File: src/rtl/regfile_load_unit.sv
// ---------------------------------------------------------------------------
// regfile_load_unit
// Write-side master for the 8x16 register file that executes LOAD
// (Op1 <- RAM[Op2]). It takes one command over valid/ready, issues a single
// RAM read, waits the fixed RAM latency and then writes the returned word
// into the register file for one cycle. Only one load is in flight at a time.
//
// Ports
//   clk, rst                  clock, synchronous active-high reset
//   cmd_valid/cmd_ready       load command handshake
//   cmd_dest, cmd_addr        destination register, RAM address
//   mem_re, mem_addr          RAM read strobe and address (registered)
//   mem_rdata                 RAM read data, valid MEM_LAT cycles after mem_re
//   write_enable/addr/data    register file write port (registered)
//   busy_mask                 one-hot pending-destination mask
//
// Configuration macro
//   LOAD_SCOREBOARD_EN  when defined, busy_mask flags the destination of the
//                       in-flight load; otherwise busy_mask is tied to 0.
// ---------------------------------------------------------------------------
module regfile_load_unit #(
   parameter int unsigned DATA_W     = 16,
   parameter int unsigned REG_ADDR_W = 3,
   parameter int unsigned ADDR_W     = 8,
   parameter int unsigned MEM_LAT    = 1
) (
   input  logic                  clk,
   input  logic                  rst,
   input  logic                  cmd_valid,
   output logic                  cmd_ready,
   input  logic [REG_ADDR_W-1:0] cmd_dest,
   input  logic [ADDR_W-1:0]     cmd_addr,
   output logic                  mem_re,
   output logic [ADDR_W-1:0]     mem_addr,
   input  logic [DATA_W-1:0]     mem_rdata,
   output logic                  write_enable,
   output logic [REG_ADDR_W-1:0] write_addr,
   output logic [DATA_W-1:0]     write_data,
   output logic [7:0]            busy_mask
);

   // Wait counter holds MEM_LAT-1, MEM_LAT is at most 15.
   localparam int unsigned CNT_W = 4;

   typedef enum logic [1:0] {
      ST_IDLE  = 2'd0,
      ST_READ  = 2'd1,
      ST_WAIT  = 2'd2,
      ST_WRITE = 2'd3
   } state_e;

   state_e                 state_q, state_d;
   logic                   cmd_ready_q, cmd_ready_d;
   logic                   mem_re_q, mem_re_d;
   logic [ADDR_W-1:0]      mem_addr_q, mem_addr_d;
   logic                   write_enable_q, write_enable_d;
   logic [REG_ADDR_W-1:0]  write_addr_q, write_addr_d;
   logic [DATA_W-1:0]      write_data_q, write_data_d;
   logic [REG_ADDR_W-1:0]  dest_q, dest_d;
   logic [CNT_W-1:0]       cnt_q, cnt_d;

   // State and output registers.
   always_ff @(posedge clk) begin
      if (rst) begin
         state_q        <= ST_IDLE;
         cmd_ready_q    <= 1'b1;
         mem_re_q       <= 1'b0;
         mem_addr_q     <= '0;
         write_enable_q <= 1'b0;
         write_addr_q   <= '0;
         write_data_q   <= '0;
         dest_q         <= '0;
         cnt_q          <= '0;
      end else begin
         state_q        <= state_d;
         cmd_ready_q    <= cmd_ready_d;
         mem_re_q       <= mem_re_d;
         mem_addr_q     <= mem_addr_d;
         write_enable_q <= write_enable_d;
         write_addr_q   <= write_addr_d;
         write_data_q   <= write_data_d;
         dest_q         <= dest_d;
         cnt_q          <= cnt_d;
      end
   end

   // Next state; outputs are computed one cycle ahead so every port is a flop.
   // mem_addr_q doubles as the latched RAM address, write_data_q as the
   // captured read data.
   always_comb begin
      state_d        = state_q;
      cmd_ready_d    = cmd_ready_q;
      mem_re_d       = 1'b0;
      mem_addr_d     = mem_addr_q;
      write_enable_d = 1'b0;
      write_addr_d   = write_addr_q;
      write_data_d   = write_data_q;
      dest_d         = dest_q;
      cnt_d          = cnt_q;

      case (state_q)
         ST_IDLE: begin
            if (cmd_valid) begin
               dest_d      = cmd_dest;
               mem_addr_d  = cmd_addr;
               mem_re_d    = 1'b1;
               cmd_ready_d = 1'b0;
               state_d     = ST_READ;
            end
         end
         ST_READ: begin
            cnt_d   = CNT_W'(MEM_LAT - 1);
            state_d = ST_WAIT;
         end
         ST_WAIT: begin
            if (cnt_q == '0) begin
               write_enable_d = 1'b1;
               write_addr_d   = dest_q;
               write_data_d   = mem_rdata;
               state_d        = ST_WRITE;
            end else begin
               cnt_d = cnt_q - CNT_W'(1);
            end
         end
         ST_WRITE: begin
            cmd_ready_d = 1'b1;
            state_d     = ST_IDLE;
         end
         default: begin
            cmd_ready_d = 1'b1;
            state_d     = ST_IDLE;
         end
      endcase
   end

   assign cmd_ready    = cmd_ready_q;
   assign mem_re       = mem_re_q;
   assign mem_addr     = mem_addr_q;
   assign write_enable = write_enable_q;
   assign write_addr   = write_addr_q;
   assign write_data   = write_data_q;

`ifdef LOAD_SCOREBOARD_EN
   logic [7:0] busy_q, busy_d;

   // Destination is pending from the cycle after accept through the WRITE cycle.
   always_comb begin
      busy_d = busy_q;
      if (state_q == ST_IDLE && cmd_valid) begin
         busy_d = 8'(1) << cmd_dest;
      end else if (state_q == ST_WRITE) begin
         busy_d = '0;
      end
   end

   always_ff @(posedge clk) begin
      if (rst) begin
         busy_q <= '0;
      end else begin
         busy_q <= busy_d;
      end
   end

   assign busy_mask = busy_q;
`else
   assign busy_mask = 8'h00;
`endif

endmodule

File: config.mk
export PLATFORM = sky130hd
export DESIGN_NAME = regfile_load_unit
export DESIGN_NICKNAME = d
export VERILOG_FILES = /design/src/rtl/regfile_load_unit.sv
export SDC_FILE = /design/constraint.sdc
export NUM_CORES = 1
export LEC_CHECK = 0
export CAP_MARGIN = 25
export CORE_MARGIN = 2
export CORE_UTILIZATION = 40
export CTS_BUF_LIST = sky130_fd_sc_hd__clkbuf_4 sky130_fd_sc_hd__clkbuf_8
export CTS_CLUSTER_DIAMETER = 120
export DETAILED_ROUTE_END_ITERATION = 6
export PLACE_DENSITY = 0.77
export REMOVE_ABC_BUFFERS = 1
export SLEW_MARGIN = 20
export SYNTH_ARGS = -nofsm -noshare
export SYNTH_HDL_FRONTEND = slang
export SYNTH_SLANG_ARGS = --single-unit
File: constraint.sdc
create_clock -name clk -period 1.9 [get_ports clk]
set_input_delay 0.285 -clock clk [delete_from_list [all_inputs] [get_ports clk]]
set_output_delay 0.285 -clock clk [all_outputs]
set_load 0.02 [all_outputs]
Word level (Yosys, flattened, before mapping):

Cells that the tools add are included.
W data, S select, Z words.

* equality and inequality tests: 6
* $add $sub $neg: 1
* multiplexer cells: 9
* bitwise gates (word level): 2
* reductions and logical operators: 11

Operators by type and width (count)
* $reduce_and A2 Y1: 5
* $pmux W2 S4: 1
* $pmux W4 S2: 1
* $ne A2 B2 Y1 const B: 3
* $eq A2 B2 Y1 const B: 2
* $logic_not A4 Y1: 1
* $mux W2: 2
* $mux W4: 1
* $reduce_bool A2 Y1: 2
* $reduce_or A2 Y1: 2
* $sub A4 B1 Y4 const B: 1
* $mux W1: 3
* $eq A2 B1 Y1 const B: 1
* $logic_not A2 Y1: 1
* $not A1 Y1: 2
* $pmux W1 S2: 1

* word-level logic and storage cells: 38
* register bits after elaboration: 39
* input bits: 30
* output and inout port bits: 38

Depth between registers and ports, before layout:

* depth in word-level cells: 3
* mapped depth: 6
* gate-level depth less buffers: 5

Least setup slack after synthesis:

No wires, ideal clock.

* path kind: flip-flop to flip-flop
* start point: register state_q[0]
* end point: register cnt_q[0]
* path slack: 0.523 ns
* data arrival time: 1.252 ns
* stages on the path, launching flop included: 7
* path buffers: 1
* library setup time: 0.125 ns
* path through: dfxtp_1 inv_1 ha_1 and4bb_4 buf_6 o21ai_0 o41ai_1

* word-level cells in the longest chain between the ends: 3
* elaborated cells between the ends (all ways): 6
* classes of those cells: eq/ne: 3; mux: 1; reduce/logical: 2

RTL lines
* from (decl): RTL line 52 `state_e state_q, state_d;`
* from (signal assigned): RTL line 75 `state_q <= state_d;`
* $eq A2 B2 Y1 or $eq A2 B1 Y1 (tied branches): RTL line 101 `case (state_q)`
* $ne A2 B2 Y1 (no line) or $reduce_bool A2 Y1 (tied branches)
* $reduce_and A2 Y1 (no line)
* to (signal assigned): RTL line 83 `cnt_q <= cnt_d;`
* to (decl): RTL line 60 `logic [CNT_W-1:0] cnt_q, cnt_d;`

Several ways; a longest one is shown, not always the timed one.
A chain may end at the register's enable or synchronous reset.

Worst setup path after layout:

* start point: register state_q[0]
* end point: register cnt_q[1]

Same word-level chain as after synthesis.

==> results.json <==
{
  "power_density_mw_per_mm2": 1070,
  "start_util_pct": 42.3,
  "final_cell_mix": "nand2_1 (62), clkdlybuf4s50_1 (59), dfxtp_1 (39)",
  "port_buffers": 59,
  "synth-adder-area-share_pct": 3.98,
  "ctsLongestPathBuffers": 2,
  "start_kind": "flip-flop",
  "crit_path_max_fanout": 21,
  "slew_violations": 0,
  "hold_end": "write_data[7]",
  "synthDistinctLibCells": 29,
  "synth_warnings": 0,
  "clk_latency_ps": 290,
  "synth_xor_area_share_pct": 0,
  "multiInputGateArea_um2": 681,
  "coreArea_mm2": 0.00372,
  "cp-startpoint": "state_q[0]",
  "cts_buffers": 5,
  "rows": 22,
  "hold_slack_ps": 455,
  "reg2reg_slack_ps": 370,
  "p_sw_w": 0.000800,
  "cp_data_required_time_ps": 2120,
  "min_path_type": "reg -> reg",
  "setup_viol": 0,
  "holdBufCountCts": 0,
  "rsz0062_at_grt": "false",
  "cts_root_buffer": "clkbuf_8",
  "fmax_ghz": 0.654,
  "areaGrowthSynthToFinish_pct": 43.4,
  "ant_nets": 0,
  "r2r-start": "state_q[0]",
  "worstRegToRegCells": 5,
  "syn-instance-count": 191,
  "hold_viol": 0,
  "cts_sinks": 39,
  "ir_worst_vdd_mv": 0.756,
  "whs_path_depth": 2,
  "synth_top_family_by_area": "simple AND/OR/NAND/NOR gates",
  "post-route-min-period_ps": 1530,
  "htree_num_levels": 2,
  "regArea_um2": 781,
  "fin_setup_tns_ps": 0,
  "fin_util_pct": 60.6,
  "avgSynthCellArea_um2": 8.23,
  "nets": 284,
  "grt_pass1_wl_mm": 5.33,
  "crit_type": "reg -> reg",
  "cp.arrival_ps": 1750,
  "synth_seq_cells": 39,
  "drcViolationCount": 0,
  "p_leak_nw": 0.819,
  "drive_gt1_share_pct": 5.22,
  "die_area_mm2": 0.00445,
  "die_width_um": 66.7,
  "slowest_delay_ps": 440,
  "cts_tree": "done",
  "comb_power_share_pct": 35.5,
  "p_int_w": 0.00160,
  "drt_iter0_drc": 102,
  "gp_congestion": 0.737,
  "cts_resized": 0,
  "fin_crit_sh_pct": 80.4,
  "overflow": 0,
  "synth.yosys.seq_area_share_pct": 49.7,
  "dr_total_vias": 1360,
  "grt_usage_pct": 16.1,
  "drt_pass1_iterations": 4,
  "switching_share_pct": 33.3,
  "cp-end-kind": "flip-flop",
  "mostFrequentLayoutCell": "nand2_1",
  "dieHeight_um": 66.7,
  "vias_per_cell": 4.58,
  "crit_chain": "inv_1 > ha_1 > and4bb_4 > o21ai_0 > a21oi_1",
  "grt_start_max_net_pins": 42,
  "synth_area_mm2": 0.00157,
  "antenna_cells": 0,
  "worstHoldStart": "write_data[7]",
  "synthSimpleGateAreaFrac_pct": 22.0,
  "antenna_found_initial": 0,
  "skew_ps": 3.74,
  "pwr-share-clk_pct": 22.5,
  "synth_compound_area_share_pct": 14.8,
  "wl_per_cell_um": 10.8,
  "clkSlewWorstSetupHoldPaths_ps": 70,
  "drv_cap": 0,
  "totalWireLength_mm": 3.22,
  "status": "complete, no violations",
  "cp_slowest_cell": "and4bb_4",
  "fillCellCount": 361,
  "ios": 68,
  "post-dp-hpwl_mm": 2.29,
  "grt_pass1_vias": 1250,
  "r2r_end": "cnt_q[1]",
  "p_seq_share_pct": 42.0,
  "post_cts.repair.setup_buffers": 0,
  "muxShareOfSynthArea_pct": 0.637
}
==> cell usage after synthesis <==
| cell type | count | area [µm²] |
|---|---|---|
| ha_1 | 5 | 62.6 |
| buf_1 | 1 | 3.75 |
| nor2b_1 | 2 | 12.5 |
| and2_1 | 1 | 6.26 |
| buf_6 | 2 | 22.5 |
| o21bai_1 | 1 | 7.51 |
| and4bb_4 | 1 | 16.3 |
| inv_2 | 1 | 3.75 |
| o31a_1 | 1 | 8.76 |
| nor4_1 | 1 | 6.26 |
| nor2_1 | 5 | 18.8 |
| o41ai_1 | 1 | 8.76 |
| clkbuf_1 | 3 | 11.3 |
| dfxtp_1 | 39 | 781 |
| nand4bb_1 | 1 | 11.3 |
| a21oi_1 | 34 | 170 |
| nand2_1 | 62 | 233 |
| a211oi_2 | 1 | 12.5 |
| nand2b_1 | 3 | 18.8 |
| buf_4 | 8 | 60.1 |
| nor3b_1 | 1 | 7.51 |
| buf_2 | 4 | 20.0 |
| inv_1 | 4 | 15.0 |
| conb_1 | 1 | 3.75 |
| o21ai_1 | 1 | 5.00 |
| or3_1 | 1 | 6.26 |
| o21ai_0 | 4 | 20.0 |
| mux2i_1 | 1 | 10.0 |
| nand4b_1 | 1 | 8.76 |
==> cell type report <==
type                       instances  share of cell area, %
sequential                        39                   34.6
multi-input combinational        136                   30.2
timing repair buffer              62                   27.8
clock buffer                       6                   3.66
tap                               48                   2.67
inverter                           5                  0.833
clock inverter                     1                  0.222
==> kinds of logic (layout without fill, tap and decap cells) <==
family,after synthesis,in the layout
AND/OR/NAND/NOR,79,79
AO/OA/AOI/OAI,43,43
flip-flops,39,39
buffers and inverters,23,74
adder cells (fa/ha/maj),5,5
other,1,8
multiplexers,1,1
==> per-layer routing <==
| layer | share of wire [%] | wire length [µm] | vias to the layer above | global-route usage (%) |
|---|---|---|---|---|
| li1 | - | - | 721 | - |
| met2 | 44 | 1410 | 61 | 26.0 |
| met4 | 1.9 | 62 | 0 | 7.65 |
| met1 | 42 | 1360 | 573 | 17.5 |
| met3 | 12 | 380 | 5 | 7.77 |
| met5 | 0 | 0 | - | 0 |
==> flip-flops by register name, summed over array words and instances, names as in the netlist <==
signal and flops:
dest_q 3, write_addr 3, write_enable 1, mem_addr 8
state_q 2, mem_re 1, cnt_q 4, cmd_ready 1
write_data 16
==> power by group through the flow <==
| stage | logic, W | registers (W) | clock network, W |
|---|---|---|---|
| after floorplan | 0.000364 | 0.00114 | 0 |
| after global placement | 0.000855 | 0.00102 | 0 |
| after detailed placement | 0.000863 | 0.00103 | 0 |
| after CTS | 0.000867 | 0.00101 | 0.000568 |
| after global routing | 0.000949 | 0.00102 | 0.000602 |
| final | 0.000852 | 0.00101 | 0.000539 |
==> worst max-delay path by stage <==
| stage | to | slack (ps) | cells past startpoint |
|---|---|---|---|
| floorplan | write_addr[0] | 350 | 5 |
| global placement | cnt_q[1] | 420 | 5 |
| detailed placement | cnt_q[1] | 370 | 5 |
| CTS | mem_addr[0] | 360 | 1 |
| global route | cnt_q[1] | 260 | 5 |
| finish | cnt_q[1] | 370 | 5 |
==> critical path: cells and delay by family (launching register included) <==
kind / cells / cell delay (ps)
flip-flops: 1 / 330
buffers and inverters: 1 / 110
AND/OR/NAND/NOR: 1 / 440
adder cells (fa/ha/maj): 1 / 320
AO/OA/AOI/OAI: 2 / 270
==> through the flow <==
| stage | cell area (µm²) | power, W | worst slack (ps) | cells |
|---|---|---|---|---|
| 3_5_place_dp | 2170 | 0.00189 | 366 | 290 |
| 5_1_grt | 2250 | 0.00257 | 256 | 297 |
| 6_report | 2250 | 0.00240 | 371 | 297 |
| 3_3_place_gp | 2170 | 0.00188 | 418 | 290 |
| 4_1_cts | 2250 | 0.00245 | 356 | 297 |
| 2_1_floorplan | 1480 | 0.00150 | 349 | 180 |
Power figures use the tool's default switching activity.
==> edit 1 (same flow settings) <==
Take the reset off `mem_addr_q` and `write_data_q` and load them in a clocked block of their own.
--- a/src/rtl/regfile_load_unit.sv
+++ b/src/rtl/regfile_load_unit.sv
@@ -65,23 +65,24 @@
          state_q        <= ST_IDLE;
          cmd_ready_q    <= 1'b1;
          mem_re_q       <= 1'b0;
-         mem_addr_q     <= '0;
          write_enable_q <= 1'b0;
          write_addr_q   <= '0;
-         write_data_q   <= '0;
          dest_q         <= '0;
          cnt_q          <= '0;
       end else begin
          state_q        <= state_d;
          cmd_ready_q    <= cmd_ready_d;
          mem_re_q       <= mem_re_d;
-         mem_addr_q     <= mem_addr_d;
          write_enable_q <= write_enable_d;
          write_addr_q   <= write_addr_d;
-         write_data_q   <= write_data_d;
          dest_q         <= dest_d;
          cnt_q          <= cnt_d;
       end
+   end
+
+   always_ff @(posedge clk) begin
+      mem_addr_q   <= mem_addr_d;
+      write_data_q <= write_data_d;
    end
 
    // Next state; outputs are computed one cycle ahead so every port is a flop.
Formal check against the unedited RTL: not equivalent (a bounded check fails within 4 cycles, from zero or initial values and one cycle with rst high).
==> edit 1 against the original RTL <==
Power decreased by 2.0%. Count of clock-buffer cells in the layout decreased by 1. Sequential cell count unchanged. Critical path type unchanged. Routed wire length decreased by 17%. Synthesized area decreased by 6.4%. Largest power group unchanged. Non-clock buffer count unchanged. Cell area decreased by 3.2%. Setup slack got worse by 0.060 ns. Largest cell class unchanged.
==> edit 1: results (changes against the original RTL) <==
[run_status]
status=completed

[power_and_ir_drop]
ir_drop_mv=0.675  ; -11%
p_leak_nw=0.809  ; -1.1%

[layout]
largest_reg_flops=16  ; unchanged
nNetsFinal=208  ; -27%
drive_gt1_frac=0.0632  ; +0.0110
antenna_cells=0  ; unchanged

[synthesis]
ys_seq_area_frac=0.694  ; +0.197
synth_edf_count=24  ; +24
ys_types=28  ; -3.4%
async_flop_share=0  ; unchanged
synthTopCellsByArea=edfxtp_1, dfxtp_1, ha_1
yosys_warnings=0  ; unchanged
synthAdderAreaFrac=0.0425  ; +0.00271
synthFlopType=edfxtp_1
synthTopCellsByCount=edfxtp_1, dfxtp_1, a21oi_1, buf_4, nor2_1
synthXorXnorAreaFrac=0  ; unchanged
synth.area.mux_share=0.0272  ; +0.0208
synth_compound_area_frac=0.0672  ; -0.0809

[clock_tree]
post_cts_buffers=0  ; unchanged
root_buffer=clkbuf_8
htreeDepth=2  ; unchanged
clk_latency_ns=0.28
clk_path_buf_depth=2  ; unchanged
cts_inserted_buffers=5  ; unchanged
clk_pin_slew_worst_paths_ns=0.07  ; about the same
post_cts_resized=0  ; unchanged

[worst_setup_path]
critPathTopFamily=compound AO/OA/AOI/OAI gates
critical_path_arrival_ns=1.78  ; +0.03 ns
end_kind=flop
crit_slowest_cell=or3b_1
slowest_delay_ns=0.41  ; -0.03 ns
critPathMaxFanout=5  ; -76%

[placement]
dp_hpwl_um=2110  ; -7.9%
postPlaceCellArea_mm2=0.00210  ; -3.2%
port_buffers=59  ; unchanged
place.gp.congestion=0.708  ; -3.9%

[drt]
vias=986  ; -28%
drt-initial-drc-count=23  ; -77%
first_pass_iters=4  ; unchanged
wl_um=2680  ; -17%

[grt]
first_global_vias=952  ; -24%
grt_pass1_wl_um=4300  ; -19%
grt_max_degree=17  ; -60%
antenna_found_initial=0  ; unchanged
track_usage=0.139  ; -0.0212

[min_path]
hold_class=flop to flop

[sta]
tightest_slew_ns=0.532
slew_viol_final=0  ; unchanged
fin_skew_ns=0.00620  ; +0.00246 ns

-- edit 1: cell count changes after synthesis, sizes merged, moves of 2 or more --
cell	before	now
nor2	5	7
nand2	62	4
edfxtp	0	24
nand3	0	4
clkbuf	3	1
a21oi	34	8
mux2i	1	4
buf	15	10
dfxtp	39	15
-- edit 1: worst paths after layout --
kind	from	to	slack [ns]	cells after the start
max	cnt_q[0]$_SDFFE_PP0P_	state_q[0]$_SDFFE_PP0P_	0.31	5
min	dest_q[1]$_SDFFE_PP0P_	dest_q[1]$_SDFFE_PP0P_	0.47	2
min reg2reg	dest_q[1]$_SDFFE_PP0P_	dest_q[1]$_SDFFE_PP0P_	0.47	2
max reg2reg	cnt_q[0]$_SDFFE_PP0P_	state_q[0]$_SDFFE_PP0P_	0.31	5
-- edit 1: metal layers --
layer / vias to the layer above / global-route usage / wire, um
met2: 54 / 0.227 / 1270
met3: 4 / 0.0434 / 222
met5: - / 0 / 0
met4: 0 / 0.0585 / 29
li1: 492 / - / -
met1: 436 / 0.172 / 1150
-- edit 1: logic make-up after synthesis --
| logic type | count (synthesis) |
|---|---|
| AO/OA/AOI/OAI | 16 |
| adder cells (fa/ha/maj) | 5 |
| flip-flops | 39 |
| multiplexers | 4 |
| buffers and inverters | 16 |
| AND/OR/NAND/NOR | 27 |
| other | 1 |
-- edit 1: tightest hold or removal path: stages, from the launching register on --
cell and delay [ns]:
dfxtp_1 0.32, nand2_1 0.05, a21oi_1 0.05
-- edit 1: per-stage QoR --
stage | std cells | setup slack (ns)
floorplan | 104 | 0.279
global placement | 214 | 0.372
detailed placement | 214 | 0.293
CTS | 222 | 0.308
global route | 222 | 0.192
finish | 222 | 0.312
-- edit 1: power by group --
| part | internal (W) | total [W] | leakage, nW | switching, W |
|---|---|---|---|---|
| clock network | 0.000248 | 0.000497 | 0.0392 | 0.000249 |
| registers | 0.00107 | 0.00112 | 0.345 | 0.0000499 |
| logic | 0.000333 | 0.000734 | 0.425 | 0.000401 |
| total | 0.00165 | 0.00235 | 0.809 | 0.000699 |
-- edit 1: final cells by class --
type | count | area [um2]
Clock buffer | 5 | 68.8
Clock inverter | 3 | 15.0
Fill cell | 278 | 1430
Inverter | 5 | 18.8
Multi-Input combinational cell | 60 | 384
Sequential cell | 39 | 1020
Tap cell | 48 | 60.1
Timing Repair Buffer | 62 | 613
==> edit 2 (same flow settings) <==
Without the edit above. `ADDR_W`: 8 -> 9.
--- a/src/rtl/regfile_load_unit.sv
+++ b/src/rtl/regfile_load_unit.sv
@@ -21,7 +21,7 @@
 module regfile_load_unit #(
    parameter int unsigned DATA_W     = 16,
    parameter int unsigned REG_ADDR_W = 3,
-   parameter int unsigned ADDR_W     = 8,
+   parameter int unsigned ADDR_W     = 9,
    parameter int unsigned MEM_LAT    = 1
 ) (
    input  logic                  clk,
Ports: changed (resized cmd_addr and mem_addr); port bits go from 68 to 70. No check against the original RTL was run, so the function may have changed too.
==> edit 2 against the original RTL <==
Sequential cell count up 1. Register-to-register slack improved by 0.04 ns. Power increased by 8.1%. Synthesized area up 2.1%. Combinational power increased by 2%. Cell area rose by 3.5%. Count of clock-buffer cells in the layout did not move. Setup slack worse by 0.011 ns. Routed wire length rose by 4.3%. Clock skew is 0.0027 ns higher. First-iteration DRC count down 59%. Critical endpoint is now cmd_ready. Highest routed layer unchanged.
==> edit 2: results (changes against the original RTL) <==
[drt]
drt-initial-drc-count=42  ; -59%
wl_um=3360  ; +4.3%
vias=1423  ; +4.6%

[clock_tree]
post_cts_resized=0  ; unchanged
clk_pin_slew_worst_paths_ns=0.07  ; about the same
clk_latency_ns=0.29  ; about the same

[layout]
drive_gt1_frac=0.0547  ; +0.00248
largest_reg_flops=16  ; unchanged
nNetsFinal=291  ; +2.5%
fill_cells=387  ; +7.2%

[min_path]
hold_class=flop to flop

[sta]
fin_crit_sh=0.810  ; +0.00586
fin_skew_ns=0.00640  ; +0.00266 ns

[synthesis]
synthFlopType=dfxtp_1
synthTopCellsByCount=nand2_1, dfxtp_1, a21oi_1
yosys_warnings=0  ; unchanged
async_flop_share=0  ; unchanged
ys_seq_area_frac=0.499  ; +0.00240
synthTopCellsByArea=dfxtp_1, nand2_1, a21oi_1

[worst_setup_path]
slowest_delay_ns=0.62  ; +0.18 ns
critPathMaxFanout=2  ; -90%
critical_path_arrival_ns=1.25  ; -0.50 ns
critPathTopFamily=buffers and inverters
rrSetupSlack_ns=0.41  ; +0.04 ns
crit_slowest_cell=clkdlybuf4s50_1

[grt]
track_usage=0.156  ; -0.00456
grt_pass1_wl_um=5360  ; +0.66%
first_global_vias=1288  ; +3.0%
grt_max_degree=43  ; +2.4%

[power_and_ir_drop]
p_leak_nw=0.851  ; +4.0%
ir_drop_mv=0.621  ; -18%

[placement]
place.gp.congestion=0.773  ; +4.9%
port_buffers=61  ; +3.4%
dp_hpwl_um=2350  ; +2.9%
dp_slack_ns=0.400  ; +0.0337 ns

[run_status]
status=completed

==> edit 2: routing by layer <==
metal  GRT usage  wire length, um  vias up
li1            -                -      740
met1       0.158             1420      620
met2       0.280             1520       59
met3      0.0733              381        4
met4      0.0536               38        0
met5           0                0        -
==> edit 2: report_power, final <==
part | leakage, nW | internal (W) | switching [W] | total (W)
Combinational | 0.467 | 0.000378 | 0.000491 | 0.000869
Clock | 0.0586 | 0.000404 | 0.000289 | 0.000693
Sequential | 0.326 | 0.000967 | 0.0000658 | 0.00103
==> edit 2: layout make-up <==
type / instances / area, um2 / area share
flip-flops and latches: 40 / 801 / 0.343
multi-input cells: 139 / 693 / 0.297
repair buffers: 64 / 646 / 0.277
clock buffers: 6 / 76.3 / 0.0327
well taps: 50 / 62.6 / 0.0268
clock inverters: 2 / 35.0 / 0.0150
inverters: 5 / 18.8 / 0.00805
==> edit 2: final timing paths <==
path | start | end | cells past startpoint
max | cmd_ready$_SDFFE_PP1P_ | cmd_ready | 1
max reg2reg | state_q[0]$_SDFFE_PP0P_ | cnt_q[1]$_SDFFE_PP0P_ | 5
min | mem_addr[6]$_SDFFE_PP0P_ | mem_addr[6]$_SDFFE_PP0P_ | 2
min reg2reg | mem_addr[6]$_SDFFE_PP0P_ | mem_addr[6]$_SDFFE_PP0P_ | 2
==> edit 2: cells by family (layout without fill, tap and decap cells) <==
kind of cell,after synthesis,in the layout,share of synthesized area
muxes,1,1,0.00624
other,1,8,0.00234
adders and majority gates,5,5,0.0390
DFF,40,40,0.499
and+or+nand+nor,81,81,0.223
AOI/OAI and AO/OA,44,44,0.145
buffers and inverters,23,77,0.0850
==> edit 2: worst register-to-register path: cells and delay by family, from the launching register on <==
| kind | cells | cell delay [ns] |
|---|---|---|
| buf+inv | 1 | 0.10 |
| compound gates | 2 | 0.25 |
| flops | 1 | 0.33 |
| simple gates | 1 | 0.45 |
| fa+ha+maj | 1 | 0.31 |
==> edit 2: per-stage QoR <==
stage,total power [W],hold WS (ns),std cells,utilization,instance area [um2]
floorplan,0.00153,0.354,184,-,1510
global placement,0.00192,0.441,298,0.563,2220
detailed placement,0.00193,0.448,298,0.563,2220
CTS,0.00263,0.458,306,0.592,2330
global route,0.00275,0.477,306,0.592,2330
finish,0.00259,0.455,306,0.592,2330
